===== src/rtl/stopwatch_ctrl.sv =====
// stopwatch_ctrl: conditions the raw buttons and switches, divides the master
// clock into the 1 Hz count and 2 Hz adjust enables, and runs the mode FSM
// that issues single-cycle commands to the minutes/seconds counter block.
// Also produces the adjust-mode blink phase for the display driver.
module stopwatch_ctrl #(
  parameter int DIV_1HZ   = 100_000_000,
  parameter int DIV_2HZ   = 50_000_000,
  parameter int DIV_BLINK = 25_000_000,
  parameter int DB_CYCLES = 1_000_000
) (
  input  logic       clk,
  input  logic       RESET_N,
  input  logic       BTN_PAUSE,
  input  logic       BTN_RST,
  input  logic       SW_SEL,
  input  logic       SW_ADJ,
  output logic       CNT_EN,
  output logic       SEC_INC,
  output logic       MIN_INC,
  output logic       CLR,
  output logic       BLINK,
  output logic       PAUSED,
  output logic [1:0] STATE
);

  localparam int W1 = (DIV_1HZ   > 1) ? $clog2(DIV_1HZ)   : 1;
  localparam int W2 = (DIV_2HZ   > 1) ? $clog2(DIV_2HZ)   : 1;
  localparam int WB = (DIV_BLINK > 1) ? $clog2(DIV_BLINK) : 1;
  localparam int WD = (DB_CYCLES > 1) ? $clog2(DB_CYCLES) : 1;

  localparam logic [W1-1:0] D1_MAX = W1'(DIV_1HZ - 1);
  localparam logic [W1-1:0] D1_ONE = W1'(1);
  localparam logic [W2-1:0] D2_MAX = W2'(DIV_2HZ - 1);
  localparam logic [W2-1:0] D2_ONE = W2'(1);
  localparam logic [WB-1:0] BL_MAX = WB'(DIV_BLINK - 1);
  localparam logic [WB-1:0] BL_ONE = WB'(1);
  localparam logic [WD-1:0] DB_MAX = WD'(DB_CYCLES - 1);
  localparam logic [WD-1:0] DB_ONE = WD'(1);

  typedef enum logic [1:0] {
    S_RUN     = 2'b00,
    S_PAUSE   = 2'b01,
    S_ADJ_SEC = 2'b10,
    S_ADJ_MIN = 2'b11
  } state_t;

  // Input bit order: 0 pause button, 1 clear button, 2 select switch, 3 adjust switch
  logic [3:0]    raw;
  logic [3:0]    sync_p0;
  logic [3:0]    sync_p1;
  logic [3:0]    level;
  logic [WD-1:0] db_cnt [4];
  logic [1:0]    btn_p2;

  logic          pause_ev;
  logic          clr_ev;
  logic          sel;
  logic          adj;

  logic [W1-1:0] d1;
  logic [W1-1:0] d1_next;
  logic [W2-1:0] d2;
  logic [W2-1:0] d2_next;
  logic [WB-1:0] bdiv;
  logic          blink_ph;
  logic          ph_next;

  state_t        state;
  state_t        state_next;
  logic          flag;
  logic          flag_next;

  logic          in_adj;
  logic          next_adj;
  logic          d1_wrap;
  logic          d2_wrap;
  logic          cnt_next;
  logic          sec_next;
  logic          min_next;
  logic          blink_next;

  assign raw      = {SW_ADJ, SW_SEL, BTN_RST, BTN_PAUSE};
  assign sel      = level[2];
  assign adj      = level[3];
  assign pause_ev = level[0] & ~btn_p2[0];
  assign clr_ev   = level[1] & ~btn_p2[1];
  assign ph_next  = blink_ph ^ (bdiv == BL_MAX);

  // Two-flop synchronizer, then per-input debounce: a level is accepted only
  // after it has differed from the debounced value for DB_CYCLES edges in a row.
  always_ff @(posedge clk or negedge RESET_N) begin
    if (!RESET_N) begin
      sync_p0 <= '0;
      sync_p1 <= '0;
      level   <= '0;
      for (int i = 0; i < 4; i++) begin
        db_cnt[i] <= '0;
      end
    end else begin
      sync_p0 <= raw;
      sync_p1 <= sync_p0;
      for (int i = 0; i < 4; i++) begin
        if (sync_p1[i] == level[i]) begin
          db_cnt[i] <= '0;
        end else if (db_cnt[i] == DB_MAX) begin
          level[i]  <= sync_p1[i];
          db_cnt[i] <= '0;
        end else begin
          db_cnt[i] <= db_cnt[i] + DB_ONE;
        end
      end
    end
  end

  // Delayed button levels for rising-edge event detection.
  always_ff @(posedge clk or negedge RESET_N) begin
    if (!RESET_N) begin
      btn_p2 <= '0;
    end else begin
      btn_p2 <= level[1:0];
    end
  end

  // Free-running blink divider; the phase flips on every wrap.
  always_ff @(posedge clk or negedge RESET_N) begin
    if (!RESET_N) begin
      bdiv     <= '0;
      blink_ph <= 1'b0;
    end else begin
      bdiv     <= (bdiv == BL_MAX) ? '0 : bdiv + BL_ONE;
      blink_ph <= ph_next;
    end
  end

  // Mode FSM next state, pause flag, divider updates and next command outputs.
  always_comb begin
    in_adj     = (state == S_ADJ_SEC) || (state == S_ADJ_MIN);
    flag_next  = flag;
    state_next = state;
    d1_wrap    = 1'b0;
    d2_wrap    = 1'b0;
    d1_next    = '0;
    d2_next    = '0;
    cnt_next   = 1'b0;
    sec_next   = 1'b0;
    min_next   = 1'b0;
    next_adj   = 1'b0;
    blink_next = 1'b0;

    if (pause_ev && !in_adj) begin
      flag_next = ~flag;
    end

    // Adjust switch dominates; leaving adjust restores the paused/running mode.
    if (adj) begin
      state_next = sel ? S_ADJ_MIN : S_ADJ_SEC;
    end else if (in_adj) begin
      state_next = flag ? S_PAUSE : S_RUN;
    end else begin
      state_next = flag_next ? S_PAUSE : S_RUN;
    end

    d1_wrap = (state == S_RUN) && (d1 == D1_MAX);
    d2_wrap = in_adj && (d2 == D2_MAX);

    // d1 only runs in RUN so that resuming always restarts a full second.
    if ((state != S_RUN) || clr_ev || d1_wrap) begin
      d1_next = '0;
    end else begin
      d1_next = d1 + D1_ONE;
    end

    // d2 restarts on any mode change so each adjust field gets a full period.
    if (!in_adj || clr_ev || (state_next != state) || d2_wrap) begin
      d2_next = '0;
    end else begin
      d2_next = d2 + D2_ONE;
    end

    // Clear wins over every count command in its cycle.
    cnt_next   = d1_wrap && !clr_ev;
    sec_next   = d2_wrap && (state == S_ADJ_SEC) && !clr_ev;
    min_next   = d2_wrap && (state == S_ADJ_MIN) && !clr_ev;
    next_adj   = (state_next == S_ADJ_SEC) || (state_next == S_ADJ_MIN);
    blink_next = next_adj && ph_next;
  end

  // State register, pause flag and enable dividers.
  always_ff @(posedge clk or negedge RESET_N) begin
    if (!RESET_N) begin
      state <= S_RUN;
      flag  <= 1'b0;
      d1    <= '0;
      d2    <= '0;
    end else begin
      state <= state_next;
      flag  <= flag_next;
      d1    <= d1_next;
      d2    <= d2_next;
    end
  end

  // Registered command and status outputs; reset drops any pulse at once.
  always_ff @(posedge clk or negedge RESET_N) begin
    if (!RESET_N) begin
      CNT_EN  <= 1'b0;
      SEC_INC <= 1'b0;
      MIN_INC <= 1'b0;
      CLR     <= 1'b0;
      BLINK   <= 1'b0;
    end else begin
      CNT_EN  <= cnt_next;
      SEC_INC <= sec_next;
      MIN_INC <= min_next;
      CLR     <= clr_ev;
      BLINK   <= blink_next;
    end
  end

  assign STATE  = state;
  assign PAUSED = flag;

endmodule

===== config.mk =====
export PLATFORM = sky130hd
export DESIGN_NAME = stopwatch_ctrl
export DESIGN_NICKNAME = d
export VERILOG_FILES = /design/src/rtl/stopwatch_ctrl.sv
export SDC_FILE = /design/constraint.sdc
export NUM_CORES = 1
export LEC_CHECK = 0
export ABC_AREA = 1
export BUFFER_PORTS_ARGS = -buffer_cell sky130_fd_sc_hd__buf_4
export CAP_MARGIN = 20
export CELL_PAD_IN_SITES_DETAIL_PLACEMENT = 0
export CELL_PAD_IN_SITES_GLOBAL_PLACEMENT = 1
export CORE_MARGIN = 4
export CORE_UTILIZATION = 35
export DETAILED_ROUTE_END_ITERATION = 6
export MAX_ROUTING_LAYER = met4
export PLACE_DENSITY = 0.65
export SYNTH_ARGS = -nofsm -noshare
export SYNTH_HDL_FRONTEND = slang
export SYNTH_SLANG_ARGS = --single-unit

===== constraint.sdc =====
create_clock -name clk -period 2.2 [get_ports clk]
set_input_delay 0.44 -clock clk [delete_from_list [all_inputs] [get_ports clk]]
set_output_delay 0.44 -clock clk [all_outputs]
set_load 0.01 [all_outputs]

==> results.md <==
* Status: finished, violations left
* Failing checks: negative hold slack
* Initial antenna violation count at 0
* Worst Path Max Fanout at 26
* CTS root buf: clkbuf_16
* Die height at 175 µm
* Flops & latches, synth at 181
* Seq/Total Area, Yosys at 46.3%
* Boundary pin count at 14
* Pint at 5.04 mW
* Footprint of the multi-input gates at 0.00457 mm²
* # Post-CTS Setup Buffers at 0
* Drt total wl at 21.7 mm
* Post-layout minimum cycle time at 1690 ps
* Routed vias/inst at 4.53
* Mapped Cells at 1,270
* Clk pwr share at 46.2%
* Ant. Diodes at 0
* H-Tree Depth at 4
* # clock sinks at 181
* Critical path's most frequent cell: nor2_1
* Avg WL per Cell at 12.8 µm
* Headroom to the max-slew limit at 59.3%
* Crit-path cells: ha_1 -> nand3_2 -> inv_2 -> nand3_1 -> nor2_1 -> a21oi_1 -> nand2_4 -> nor2_1
* Setup TNS at 0 ps
* Tcrit/Tclk final at 76.9%
* Synthesis Warnings at 0
* Worst-Skew Late Latency at 450 ps
* # DRC at 0
* Area Growth Syn to Fin at 12.4%
* Fin. Hold Viols at 4
* Core Box Area at 0.0273 mm²
* PostCTS Resize Cnt at 0
* Ranking of synthesized cells by area: dfrtp_1 (46%), nor2_1 (11%), nand2_1 (10%)
* Largest delay contributor family on the critical path: simple AND/OR/NAND/NOR gates
* Setup CP Type: register to register
* Flop pwr share at 51.3%
* Pins over their slew limit at 0
* Cell taking the most area after synthesis: dfrtp_1
* Max-cap check violation count at 0
* Syn avg cell area at 7.70 µm²
* Total CTS buffers at 17
* All-Layer GR Usage at 15.3%
* Routability cong. at 0.849
* Setup violators final at 0
* P_sw at 1.52 mW
* Placed wire-length estimate at 16.1 mm
* Die footprint at 0.0307 mm²
* Register Area at 0.00453 mm²
* Hold slack at -30.1 ps
* Crit path largest cell delay at 380 ps
* GRT overflow at 0
* Gate power share at 2.5%
* Iteration-0 DRC Markers at 348
* Port Buf Inserts at 13
* Wire length of the first global-routing pass at 37.6 mm
* Sw frac at 23.2%
* Arr. time, crit path at 2000 ps
* Worst Hold Class: input port to async pin
* Design area at 0.0110 mm²
* Power Density at 598 mW/mm²
* Clock transition at path regs at 70 ps
* TritonRoute pass-1 iters at 5
* Hold_buf cts at 0
* Synth cell types at 33
* RSZ-0062 raised after global routing: false
* Post-route core utilization at 40.3%
* Leakage at 4.73 nW
* Critical path required time at 2510 ps
* CP max-delay cell: dfrtp_1
* Crit path buf inv count at 1
* Post-layout nets at 1,320
* Critical Path Source Type: register
* Max Root-Sink Buffers at 2
* Synth top area share at 46.3%
* Post-Syn Nets at 1,283
* Peak Freq at 591 MHz
* Vias in the first global route at 7,635
* # fillers at 2,833
* Routed Antenna Nets at 0
* VDD IR max at 522 µV
* Netlist area before placement at 0.00978 mm²
* CTS tree: built
* Worst Setup End Kind: register
* Rows at 60
* Worst-Margin Slew at 610 ps
* Chip Width at 175 µm
* Share of cells above drive strength 1 at 10.2%
* Largest net degree at the start of global routing at 64
* Via count at 7,667
* Clk_skew at 22.0 ps
* Initial Util at 35.9%
* Post-DP Area at 0.0104 mm²
cell usage in the layout (no fill, tap or decap), types with 3 or more instances in the layout:
master / n
nand2_2: 11
inv_2: 13
nand3_2: 6
nor3_1: 49
clkbuf_8: 3
nand2_4: 3
nand3b_1: 4
buf_4: 17
a21oi_1: 23
dfrtp_1: 181
inv_1: 153
xnor2_1: 19
clkinv_4: 3
nand2_1: 266
clkinvlp_4: 3
buf_12: 4
inv_6: 3
nand4_1: 27
nor2_2: 21
clkbuf_16: 17
nor3b_1: 6
o21ai_0: 17
nand3_1: 87
ha_1: 7
or2_4: 3
nor2_1: 277
nor2_4: 13
xor2_1: 58
nor3_2: 10
worst reg2reg max path: cells and delay by family, from the launching register on:
family / cells / cell delay, ps
compound gates: 1 / 110
simple gates: 5 / 730
flops: 1 / 380
fa+ha+maj: 1 / 260
buf+inv: 1 / 100
synthesized netlist by cell type, drive strengths merged:
library cell	count
nor3b	7
nand4	28
nor2	311
or2	5
nand3b	4
dfrtp	181
nor4	1
inv	166
xor2	58
xnor2	19
o21bai	2
nand3	93
a31oi	2
clkinv	2
o21ai	18
buf	4
a21oi	23
nor3	59
ha	7
nand2	280
logic make-up (layout without fill, tap and decap cells):
kind of cell	after synthesis	after routing	synth area share, %
compound gates	45	45	2.38
buf+inv	172	222	7.00
xor+xnor	77	77	6.89
fa+ha+maj	7	7	0.895
flops	181	181	46.3
simple gates	788	788	36.5
sequential cells by signal (all words and copies together) (netlist names):
register / count
MIN_INC: 1
CLR: 1
sync_p0: 4
sync_p1: 4
level: 4
PAUSED: 1
bdiv: 25
d2: 26
SEC_INC: 1
btn_p2: 2
BLINK: 1
blink_ph: 1
CNT_EN: 1
STATE: 2
db_cnt: 80
d1: 27
per-stage QoR:
step | total power [mW] | instances | setup slack (ps)
floorplan | 3.49 | 1270 | 682
global placement | 3.61 | 1660 | 564
detailed placement | 3.61 | 1660 | 484
CTS | 6.71 | 1692 | 475
global route | 6.85 | 1692 | 256
finish | 6.57 | 1692 | 508
cell type report:
cell class | count | share of cell area [%]
well taps | 372 | 4.23
inverters | 168 | 5.74
repair buffers | 22 | 2.01
clock buffers | 21 | 4.19
flip-flops and latches | 181 | 41.2
clock inverters | 11 | 1.06
multi-input cells | 917 | 41.6
power by group through the flow:
stage                     logic, mW  registers [mW]  clock network (mW)
after floorplan              0.0555            3.43                   0
after global routing          0.196            3.37                3.29
after global placement        0.175            3.43                   0
after detailed placement      0.174            3.43                   0
final                         0.164            3.37                3.03
after CTS                     0.175            3.37                3.17
routing by layer:
metal / up-vias / GRT usage [%] / part of all wire (%)
met5: - / - / 0
met4: 0 / 4.48 / 1.4
met3: 19 / 2.70 / 2.5
met2: 73 / 23.5 / 44
met1: 3529 / 20.9 / 52
li1: 4046 / - / -
path summary, 6_finish.rpt:
| path | start | endpoint | slack [ps] | depth (start not counted) |
|---|---|---|---|---|
| hold / removal | RESET_N | d1[11] | -30 | 1 |
| setup reg to reg | d2[0] | d2[7] | 510 | 8 |
| setup / recovery | d2[0] | d2[7] | 510 | 8 |
| min in group clk | SW_ADJ | sync_p0[3] | 110 | 1 |
| max in group asynchronous | RESET_N | db_cnt[52] | 1520 | 2 |
| hold reg to reg | sync_p0[1] | sync_p1[1] | 350 | 0 |
Power figures use the tool's default switching activity.
